[config.mk]
export PLATFORM = sky130hd
export DESIGN_NAME = fp_operand_swap
export DESIGN_NICKNAME = d
export VERILOG_FILES = /design/src/rtl/fp_operand_swap.sv
export SDC_FILE = /design/constraint.sdc
export NUM_CORES = 1
export LEC_CHECK = 0
export CAP_MARGIN = 0
export CORE_AREA = 8 8 163 165
export CTS_CLUSTER_SIZE = 12
export DETAILED_ROUTE_END_ITERATION = 8
export DIE_AREA = 0 0 171 173
export HOLD_SLACK_MARGIN = 0.08
export PLACE_DENSITY = 0.81
export SKIP_LAST_GASP = 1
export SYNTH_ARGS = -nofsm -noshare
export SYNTH_HDL_FRONTEND = slang
export SYNTH_SLANG_ARGS = --single-unit
[constraint.sdc]
create_clock -name clk -period 2.45 [get_ports clk]
set_clock_uncertainty 0.2 [all_clocks]
set_input_delay 0.49 -clock clk [delete_from_list [all_inputs] [get_ports clk]]
set_output_delay 0.49 -clock clk [all_outputs]
set_load 0.05 [all_outputs]
[src/rtl/fp_operand_swap.sv]
// ============================================================================
// Module   : fp_operand_swap
// Purpose  : FP adder operand-ordering stage with a registered valid/ready
//            output and a 2-entry skid buffer.
// Revision : 1.0
// ============================================================================
`default_nettype none

module fp_operand_swap #(
    parameter int FW   = 53,
    parameter int PADW = 2
) (
    input  logic               clk,
    input  logic               rst_n,
    input  logic               in_valid,
    output logic               in_ready,
    input  logic               sa,
    input  logic [FW-1:0]      fa,
    input  logic               sb,
    input  logic [FW-1:0]      fb,
    input  logic               eb_gt_ea,
    output logic               out_valid,
    input  logic               out_ready,
    output logic               sa2,
    output logic [FW-1:0]      fa2,
    output logic               sb2,
    output logic [FW+PADW-1:0] fb2,
    output logic               swapped
);

    // Word layout: {sign_a, frac_a, sign_b, frac_b_padded, swapped}
    localparam int DW = 1 + FW + 1 + FW + PADW + 1;
    localparam logic [PADW-1:0] C_PAD = '0;

    logic [DW-1:0] w_new_word;
    logic          w_in_fire;
    logic          w_load_out;

    logic [DW-1:0] r_out_word;
    logic          r_out_valid;
    logic [DW-1:0] r_skid_word;
    logic          r_skid_valid;

    always_comb begin
        w_new_word = {sa, fa, sb, fb, C_PAD, 1'b0};
        if (eb_gt_ea) begin
            w_new_word = {sb, fb, sa, fa, C_PAD, 1'b1};
        end
    end

    // in_ready is the inverse of a flop, so it never depends on out_ready
    assign w_in_fire  = in_valid && !r_skid_valid;
    assign w_load_out = !r_out_valid || out_ready;

    always_ff @(posedge clk or negedge rst_n) begin
        if (!rst_n) begin
            r_out_word   <= '0;
            r_out_valid  <= 1'b0;
            r_skid_word  <= '0;
            r_skid_valid <= 1'b0;
        end else if (w_load_out) begin
            // Skid entry is older than anything arriving now, so it goes first
            if (r_skid_valid) begin
                r_out_word   <= r_skid_word;
                r_out_valid  <= 1'b1;
                r_skid_valid <= 1'b0;
            end else if (w_in_fire) begin
                r_out_word  <= w_new_word;
                r_out_valid <= 1'b1;
            end else begin
                r_out_valid <= 1'b0;
            end
        end else if (w_in_fire) begin
            r_skid_word  <= w_new_word;
            r_skid_valid <= 1'b1;
        end
    end

    assign in_ready  = !r_skid_valid;
    assign out_valid = r_out_valid;
    assign {sa2, fa2, sb2, fb2, swapped} = r_out_word;

endmodule

`default_nettype wire

==> metrics.yaml, run 1 <==
logic_synthesis:
  syn_area_um2: 10700
  seq_area_frac_synth: 0.517
  ys_ff_latch: 220
  synth.distinct_cells: 22
  synth_area_leaders: "dfrtp_1 (52%), mux2i_1 (10%), a2111oi_0 (7.8%), a21o_1 (6.7%), nor2b_1 (5.7%)"
  yosysWarnings: 0
  syn_avg_cell_area_um2: 11.1
  syn_inst: 962
  yosys.area.top_type: "dfrtp_1"
  synth_top_area_share: 0.517
detailed_routing:
  via_per_inst: 5.63
  vias: 8439
  ant_nets: 0
  routed_wl_mm: 28.4
  avgRoutedWirePerCell_um: 19.0
  drt_iter0_drc: 525
  drt_pass1_iterations: 5
  drc_errors: 0
critical_path:
  critPathMaxFanout: 2
  critPathTopFamily: "buffers and inverters"
  critical_path_arrival_ns: 1.73
  cp.required_ns: 1.76
  cp_slowest_cell: "clkdlybuf4s50_1"
  critical_path_class: "register to primary output"
  start_kind: "register"
  critical_path_buf_inv_count: 1
  slowest_delay_ns: 0.85
  end_kind: "primary output"
  path_cells: "clkdlybuf4s50_1"
cts:
  cts_tree: "built"
  cts_buffer_depth: 3
  cts_root_buf: "clkbuf_16"
  cts_made_buffers: 25
  htreeDepth: 1
  clk_latency_ns: 0.52
  post_cts_buffers: 0
  cts.sinks: 220
  clk_pin_slew_ns: 0.06
global_route:
  grt_util_met2: 0.313
  met3_usage: 0.0392
  antenna_found_initial: 0
  grt_start_max_net_pins: 69
  track_usage: 0.188
  top_usage_layer: "met2"
  grt_overflow_total: 0
  grt_pass1_vias: 8830
  grt_util_met1: 0.240
  grt_pass1_wl_mm: 46.2
floorplan:
  initial_core_util: 0.445
  rows: 57
  dieArea_um2: 29600
  die_x_um: 171
  io_pins: 226
  fp.coreArea_um2: 24000
  die_h_um: 173
power:
  p_total_mw: 12.6
  power_density_nw_per_um2: 897
  p_leak_nw: 6.48
  irDropWorstVdd_uv: 551
layout:
  fillCellCount: 2003
  drive_above_1_share: 0.0850
  utilization: 0.588
  nNetsFinal: 1271
  area_delta_synth_final_pct: 32.3
  multi_input_area_um2: 4590
  diodes: 0
  final_area_um2: 14100
  regArea_um2: 5510
sta:
  totalNegativeSetupSlack_ns: 0
  setup_viol: 0
  slew-limit-headroom: 0.609
  post-route-worst-setup-slack_ns: 0.0331
  hold_violations: 0
  worstMarginPinSlew_ns: 0.571
  max_freq_mhz: 414
  min_period_over_period: 0.986
  layout_min_cycle_time_ns: 2.42
  drv_slew: 0
  rsz0062_at_grt: "false"
run_status:
  status: "finished, final reports clean"
placement:
  hpwl_mm: 19.4
  place_congestion: 0.788
  placed_cell_area_um2: 13200
  post-place-ws_ns: 0.0241
  io_buffers: 223
flow_run:
  drv_cap: 0
worst_hold_path:
  hp-class: "register to register"
[logic make-up (layout without fill, tap and decap cells)]
group	count (synthesis)	in the layout	share of synthesized area
AO/OA/AOI/OAI	313	313	0.203
flip-flops	220	220	0.517
AND/OR/NAND/NOR	196	196	0.0929
multiplexers	136	136	0.131
buffers and inverters	96	309	0.0563
other	1	2	0.000352
[area by class of cell]
| type | instances | share of cell area |
|---|---|---|
| clock buffer | 35 | 0.0506 |
| tap | 324 | 0.0288 |
| multi-input combinational | 647 | 0.325 |
| clock inverter | 10 | 0.00817 |
| inverter | 1 | 0.000355 |
| sequential | 220 | 0.391 |
| timing repair buffer | 263 | 0.196 |
[sequential cells by signal (all words and copies together), names as in the netlist]
register      count
r_skid_valid      1
out_valid         1
r_out_word      109
r_skid_word     109
[path summary, 6_finish.rpt]
path / startpoint / end / slack, ns / cells after the start
min in group asynchronous: rst_n / r_out_word[70] / 0.29 / 2
setup reg to reg: r_skid_valid / r_out_word[85] / 0.51 / 4
setup / recovery: r_out_word[59] / fa2[2] / 0.03 / 1
hold reg to reg: r_out_word[56] / r_out_word[56] / 0.27 / 1
hold / removal: r_out_word[56] / r_out_word[56] / 0.27 / 1
max in group asynchronous: rst_n / r_skid_word[75] / 1.09 / 3
[cell usage after synthesis]
library cell / number
nand2b_1: 1
mux2i_1: 109
buf_2: 26
or2_1: 1
buf_12: 9
a2111oi_0: 95
nor2b_1: 97
nor4bb_1: 1
o21ai_0: 14
o21ai_1: 14
buf_6: 1
inv_2: 1
conb_1: 1
clkbuf_1: 44
nor2_1: 96
a21o_1: 95
mux2_1: 18
dfrtp_1: 220
buf_4: 14
mux2_2: 9
a21oi_1: 95
buf_1: 1
[layout by cell type, fill, tap and decap left out, drive strengths merged]
| cell | instances |
|---|---|
| a2111oi | 95 |
| a21oi | 95 |
| nand2b | 1 |
| mux2i | 109 |
| clkinv | 8 |
| a21o | 95 |
| inv | 1 |
| clkdlybuf4s50 | 186 |
| conb | 2 |
| dlygate4sd3 | 1 |
| clkbuf | 35 |
| bufinv | 2 |
| dlymetal6s2s | 16 |
| buf | 45 |
| dfrtp | 220 |
| nor2b | 97 |
| or2 | 1 |
| nor4bb | 1 |
| nor2 | 96 |
| mux2 | 27 |
| dlygate4sd2 | 15 |
| o21ai | 28 |
[worst register-to-register path: cells and delay by family (launching register included)]
family	cells	cell delay, ns
buffers and inverters	2	0.44
DFF	1	0.50
AOI/OAI and AO/OA	2	0.74
[routing by layer]
layer | part of all wire | up-vias
li1 | - | 3887
met1 | 0.42 | 4204
met4 | 0.027 | 0
met2 | 0.48 | 296
met5 | 0 | -
met3 | 0.071 | 52
[power by group]
part           switching [mW]  leakage [nW]  internal, mW
logic                    2.52          3.51          1.50
registers               0.467          2.56          4.44
clock network            1.48         0.415          2.24
total                    4.47          6.48          8.18
[stage by stage]
stage                     cells  hold WS, ns
after CTS                  1500        0.274
after global routing       1500        0.288
after detailed placement   1454        0.261
final                      1500        0.272
after global placement     1454        0.259
after floorplan             963     -0.00559
[repair_timing]
| item | CTS | global route |
|---|---|---|
| hold buffers | 1 | 0 |
| gates resized for setup | 15 | 17 |
| endpoints found under the hold margin | 56 | 0 |
| endpoints found under the setup margin | 15 | 17 |
Power figures use the tool's default switching activity.
==> run 2, diff against run 1 <==
--- a/config.mk
+++ b/config.mk
@@ -11,7 +11,9 @@
 export DETAILED_ROUTE_END_ITERATION = 8
 export DIE_AREA = 0 0 171 173
 export HOLD_SLACK_MARGIN = 0.08
+export MAX_ROUTING_LAYER = met4
 export PLACE_DENSITY = 0.81
+export SKIP_CTS_REPAIR_TIMING = 1
 export SKIP_LAST_GASP = 1
 export SYNTH_ARGS = -nofsm -noshare
 export SYNTH_HDL_FRONTEND = slang
==> constraint.sdc (replaced) <==
create_clock -name clk -period 2.45 [get_ports clk]
set_clock_uncertainty 0.2 [all_clocks]
set_input_delay 0.735 -clock clk [delete_from_list [all_inputs] [get_ports clk]]
set_output_delay 0.735 -clock clk [all_outputs]
set_load 0.05 [all_outputs]
==> run 2 against run 1 <==
Net effect: register-to-register slack lost 0.32 ns; hold slack improved by 0.0027 ns; routed wire length is 4.6% higher; sequential share of layout area up 0.28 points; die area unchanged; worst setup slack improved by 0.074 ns; clock power shrank 1%; critical path depth grew 1; flip-flop and latch count is the same; critical endpoint is now in_ready; count of clock-buffer cells in the layout grew 3; first-iteration DRC count increased by 3.4%; critical path type unchanged; core utilization down 0.42 points.
==> metrics.yaml, run 2 (synthesis gave the netlist of run 1 again) <==
floorplan:
  io_pins: 226  # unchanged
  die_h_um: 173  # unchanged
  die_x_um: 171  # unchanged
  fp.coreArea_um2: 24000  # unchanged
  initial_core_util: 0.445  # unchanged
  rows: 57  # unchanged
  dieArea_um2: 29600  # unchanged
power:
  swShare: 0.356  # +0.00248
  p_leak_nw: 6.63  # +2.3%
  power_density_nw_per_um2: 899  # +0.22%
  seqPwrFrac: 0.390  # +0.002
  p_total_mw: 12.6  # -0.51%
  intPower_mw: 8.10  # -0.89%
  p_sw_mw: 4.48  # +0.19%
  clock_power_share: 0.292  # -0.002
  irDropWorstVdd_uv: 499  # -9.6%
  p_comb_frac: 0.318  # about the same
cts:
  clk_pin_slew_ns: 0.06  # about the same
  clk_latency_ns: 0.52  # about the same
  cts_buffer_depth: 3  # unchanged
  cts_tree: "built"
  cts.sinks: 220  # unchanged
  cts_root_buf: "clkbuf_16"
  cts_made_buffers: 24  # -4.0%
  htreeDepth: 1  # unchanged
run_status:
  status: "finished, final reports clean"
global_route:
  grt_overflow_total: 0  # unchanged
  grt_start_max_net_pins: 58  # -16%
  grt_pass1_vias: 9059  # +2.6%
  grt_pass1_wl_mm: 47.5  # +2.9%
  track_usage: 0.201  # +0.0126
  antenna_found_initial: 0  # unchanged
placement:
  dpl.cell_count: 1478  # +1.7%
  io_buffers: 223  # unchanged
  place_congestion: 0.811  # +2.9%
  hpwl_mm: 20.2  # +4.2%
  placed_cell_area_um2: 13100  # -0.66%
critical_path:
  critPathMaxFanout: 15  # +13
  rr_worst_depth: 6  # +2
  critical_path_class: "register to primary output"
  path_cells: "inv_4 > buf_4"
  critical_path_buf_inv_count: 2  # +1
  critPathTopFamily: "buffers and inverters"
  critical_path_arrival_ns: 1.41  # -0.32 ns
  reg2reg_from: "r_skid_valid"
  slowest_delay_ns: 0.43  # -0.42 ns
  end_kind: "primary output"
  cp_slowest_cell: "dfrtp_2"
  reg2reg_slack_ns: 0.19  # -0.32 ns
  cp.required_ns: 1.51  # -0.25 ns
  r2r-end: "r_out_word[4]"
  start_kind: "register"
  crit_path_start: "r_skid_valid"
detailed_routing:
  avgRoutedWirePerCell_um: 19.6  # +3.2%
  routed_wl_mm: 29.7  # +4.6%
  vias: 8541  # +1.2%
  drt_iter0_drc: 543  # +3.4%
  drc_errors: 0  # unchanged
  drt_pass1_iterations: 5  # unchanged
  ant_nets: 0  # unchanged
  via_per_inst: 5.62  # -0.19%
worst_hold_path:
  hp-class: "register to register"
  hold_end: "r_out_word[25]"
  worst_hold_startpoint: "r_out_word[25]"
  whs_path_depth: 1  # unchanged
layout:
  nNetsFinal: 1294  # +1.8%
  drive_above_1_share: 0.176  # +0.0912
  multi_input_area_um2: 4590  # unchanged
  area_delta_synth_final_pct: 31.3
  top_regs: "r_out_word x109, r_skid_word x109"
  fin_cells: 1521  # +1.4%
  fillCellCount: 1984  # -0.95%
  regArea_um2: 5510  # unchanged
  final_area_um2: 14000  # -0.72%
  utilization: 0.584  # -0.00423
  final_common_cell: "dfrtp_1"
  diodes: 0  # unchanged
  final_cell_mix: "dfrtp_1 (219), buf_4 (146), clkdlybuf4s50_1 (110), mux2i_1 (109), nor2b_1 (96)"
sta:
  drv_slew: 0  # unchanged
  hold_violations: 0  # unchanged
  rsz0062_at_grt: "false"
  slew-limit-headroom: 0.548  # -0.0608
  min_period_over_period: 0.956  # -0.0304
  hold_slack_ns: 0.274  # +0.00272 ns
  setup_viol: 0  # unchanged
  layout_min_cycle_time_ns: 2.34  # -0.0745 ns
  max_freq_mhz: 427  # +3.2%
  worstMarginPinSlew_ns: 0.660  # +0.0890 ns
flow_run:
  drv_cap: 0  # unchanged
-- run 2: how the worst max path moves through the flow --
stage	cells past startpoint	end	slack, ns
global placement	5	r_out_word[40]	-0.21
finish	2	in_ready	0.11
detailed placement	6	r_out_word[4]	-0.27
CTS	1	fb2[17]	-0.23
floorplan	4	r_skid_word[102]	0.34
global route	6	r_out_word[4]	0.01
-- run 2: layout make-up --
cell class	instances	area share
sequential	220	0.394
multi-input combinational	647	0.328
timing repair buffer	287	0.192
clock buffer	38	0.0517
tap	324	0.0290
clock inverter	4	0.00581
inverter	1	0.000447
-- run 2: per-stage QoR --
step / setup slack [ns] / TNS, ns
final: 0.108 / 0
after global routing: 0.00970 / 0
after global placement: -0.215 / -10.34
after detailed placement: -0.274 / -15.73
after floorplan: 0.337 / 0
after CTS: -0.226 / -2.85
-- run 2: per-layer routing --
metal	wire length [µm]	global-route usage	vias to the layer above
met5	0	-	-
met4	973	0.0700	0
met3	1990	0.0364	65
met2	14200	0.324	300
met1	12600	0.250	4245
li1	-	-	3931
-- run 2: worst reg2reg max path, delay by kind of cell, from the launching register on --
family	cells	cell delay, ns
AOI/OAI and AO/OA	2	0.67
buffers and inverters	3	0.78
DFF	1	0.39
and+or+nand+nor	1	0.16
-- run 2: power by group through the flow --
stage                     sequential [mW]  combinational [mW]  clock, mW
final                                4.91                4.00       3.67
after global routing                 5.00                4.26       3.90
after CTS                            4.91                4.04       3.76
after detailed placement             4.96                4.02          0
after global placement               4.92                3.94          0
after floorplan                      6.20                1.27          0
==> run 3, diff against run 2 <==
--- a/config.mk
+++ b/config.mk
@@ -6,13 +6,13 @@
 export NUM_CORES = 1
 export LEC_CHECK = 0
 export CAP_MARGIN = 0
-export CORE_AREA = 8 8 163 165
+export CORE_AREA = 8 8 173 175
 export CTS_CLUSTER_SIZE = 12
 export DETAILED_ROUTE_END_ITERATION = 8
-export DIE_AREA = 0 0 171 173
+export DIE_AREA = 0 0 181 183
 export HOLD_SLACK_MARGIN = 0.08
 export MAX_ROUTING_LAYER = met4
-export PLACE_DENSITY = 0.81
+export PLACE_DENSITY = 0.74
 export SKIP_CTS_REPAIR_TIMING = 1
 export SKIP_LAST_GASP = 1
 export SYNTH_ARGS = -nofsm -noshare
==> run 3 against run 2 <==
Net effect: critical path depth unchanged; fmax decreased by 0.87%; design area increased by 0.74%; routed wire length decreased by 1.6%; flip-flop and latch count unchanged; largest cell class unchanged.
==> metrics.yaml, run 3 (synthesis gave the netlist of run 1 again) <==
run_status:
  status: "finished, final reports clean"
cts:
  cts_tree: "built"
  cts_buffer_depth: 3  # unchanged
  clk_pin_slew_ns: 0.06  # about the same
  cts.sinks: 220  # unchanged
  htreeDepth: 1  # unchanged
  cts_root_buf: "clkbuf_16"
  cts_made_buffers: 25  # +4.2%
  clk_latency_ns: 0.51  # about the same
floorplan:
  dieArea_um2: 33100  # +12%
  io_pins: 226  # unchanged
  rows: 61  # +7.0%
  initial_core_util: 0.390  # -0.0547
  die_x_um: 181  # +5.8%
  fp.coreArea_um2: 27300  # +14%
  die_h_um: 183  # +5.8%
placement:
  io_buffers: 223  # unchanged
  post-place-ws_ns: -0.255  # +0.0196 ns
  dpl.cell_count: 1496  # +1.2%
  hpwl_mm: 20.1  # -0.60%
  place_congestion: 0.777  # -4.1%
  placed_cell_area_um2: 13200  # +0.25%
global_route:
  grt_start_max_net_pins: 84  # +45%
  grt_overflow_total: 0  # unchanged
  track_usage: 0.181  # -0.0201
  grt_pass1_wl_mm: 48.3  # +1.7%
  antenna_found_initial: 0  # unchanged
  grt_pass1_vias: 9126  # +0.74%
detailed_routing:
  via_per_inst: 5.45  # -3.0%
  routed_wl_mm: 29.3  # -1.6%
  ant_nets: 0  # unchanged
  vias: 8406  # -1.6%
  drt_pass1_iterations: 4  # -1
  drc_errors: 0  # unchanged
  drt_iter0_drc: 662  # +22%
  avgRoutedWirePerCell_um: 19.0  # -3.0%
sta:
  post-route-worst-setup-slack_ns: 0.0870  # -0.0206 ns
  drv_slew: 0  # unchanged
  min_period_over_period: 0.964  # +0.00839
  worstMarginPinSlew_ns: 0.616  # -0.0441 ns
  slew-limit-headroom: 0.579  # +0.0301
  totalNegativeSetupSlack_ns: 0  # unchanged
  setup_viol: 0  # unchanged
  hold_violations: 0  # unchanged
  layout_min_cycle_time_ns: 2.36  # +0.0206 ns
  max_freq_mhz: 423  # -0.87%
  hold_slack_ns: 0.273  # -0.00158 ns
  rsz0062_at_grt: "false"
layout:
  utilization: 0.516  # -0.0680
  nNetsFinal: 1291  # -0.23%
  area_delta_synth_final_pct: 32.3
  drive_above_1_share: 0.171  # -0.00501
  fillCellCount: 2405  # +21%
  final_common_cell: "dfrtp_1"
  final_cell_mix: "dfrtp_1 (219), buf_4 (132), clkdlybuf4s50_1 (110), mux2i_1 (109), nor2b_1 (96)"
  final_area_um2: 14100  # +0.74%
  fin_cells: 1543  # +1.4%
  diodes: 0  # unchanged
  top_regs: "r_out_word x109, r_skid_word x109"
critical_path:
  critPathMaxFanout: 20  # +5
  path_cells: "inv_4 > buf_4"
  critical_path_arrival_ns: 1.43  # +0.02 ns
  start_kind: "register"
  cp_slowest_cell: "dfrtp_2"
  reg2reg_slack_ns: 0.37  # +0.18 ns
  cp.required_ns: 1.51  # about the same
  critical_path_class: "register to primary output"
  end_kind: "primary output"
  slowest_delay_ns: 0.43  # about the same
power:
  irDropWorstVdd_uv: 466  # -6.6%
  p_total_mw: 12.7  # +0.72%
  power_density_nw_per_um2: 899  # about the same
  p_leak_nw: 6.73  # +1.6%
flow_run:
  drv_cap: 0  # unchanged
worst_hold_path:
  hp-class: "register to register"
run 3: worst max-delay path: cells and delay by family, from the launching register on:
family / cells / cell delay (ns)
DFF: 1 / 0.43
buffers and inverters: 2 / 0.49
run 3: path summary, 6_finish.rpt:
path,from,depth (start not counted),endpoint
setup / recovery,r_skid_valid,2,in_ready
hold / removal,r_out_word[69],1,r_out_word[69]
setup reg to reg,r_skid_valid,6,r_skid_word[36]
hold reg to reg,r_out_word[69],1,r_out_word[69]
max in group asynchronous,rst_n,3,r_out_word[33]
min in group asynchronous,rst_n,2,r_skid_word[69]
run 3: final cells by class:
cell class                 instances  area, µm²  share of cell area
tap                              346        433              0.0307
sequential                       220       5510               0.391
clock inverter                     6       61.3             0.00435
multi-input combinational        647       4590               0.325
clock buffer                      40        792              0.0562
inverter                           1       6.26            0.000444
timing repair buffer             283       2710               0.192
run 3: power breakdown:
part	internal, mW	switching (mW)
clock network	2.31	1.48
registers	4.43	0.467
logic	1.45	2.53
run 3: layer usage:
layer,share of wire,track usage,vias to the layer above
met5,0,-,-
met4,0.022,0.0505,0
li1,-,-,3947
met2,0.47,0.295,237
met3,0.055,0.0330,46
met1,0.46,0.229,4176
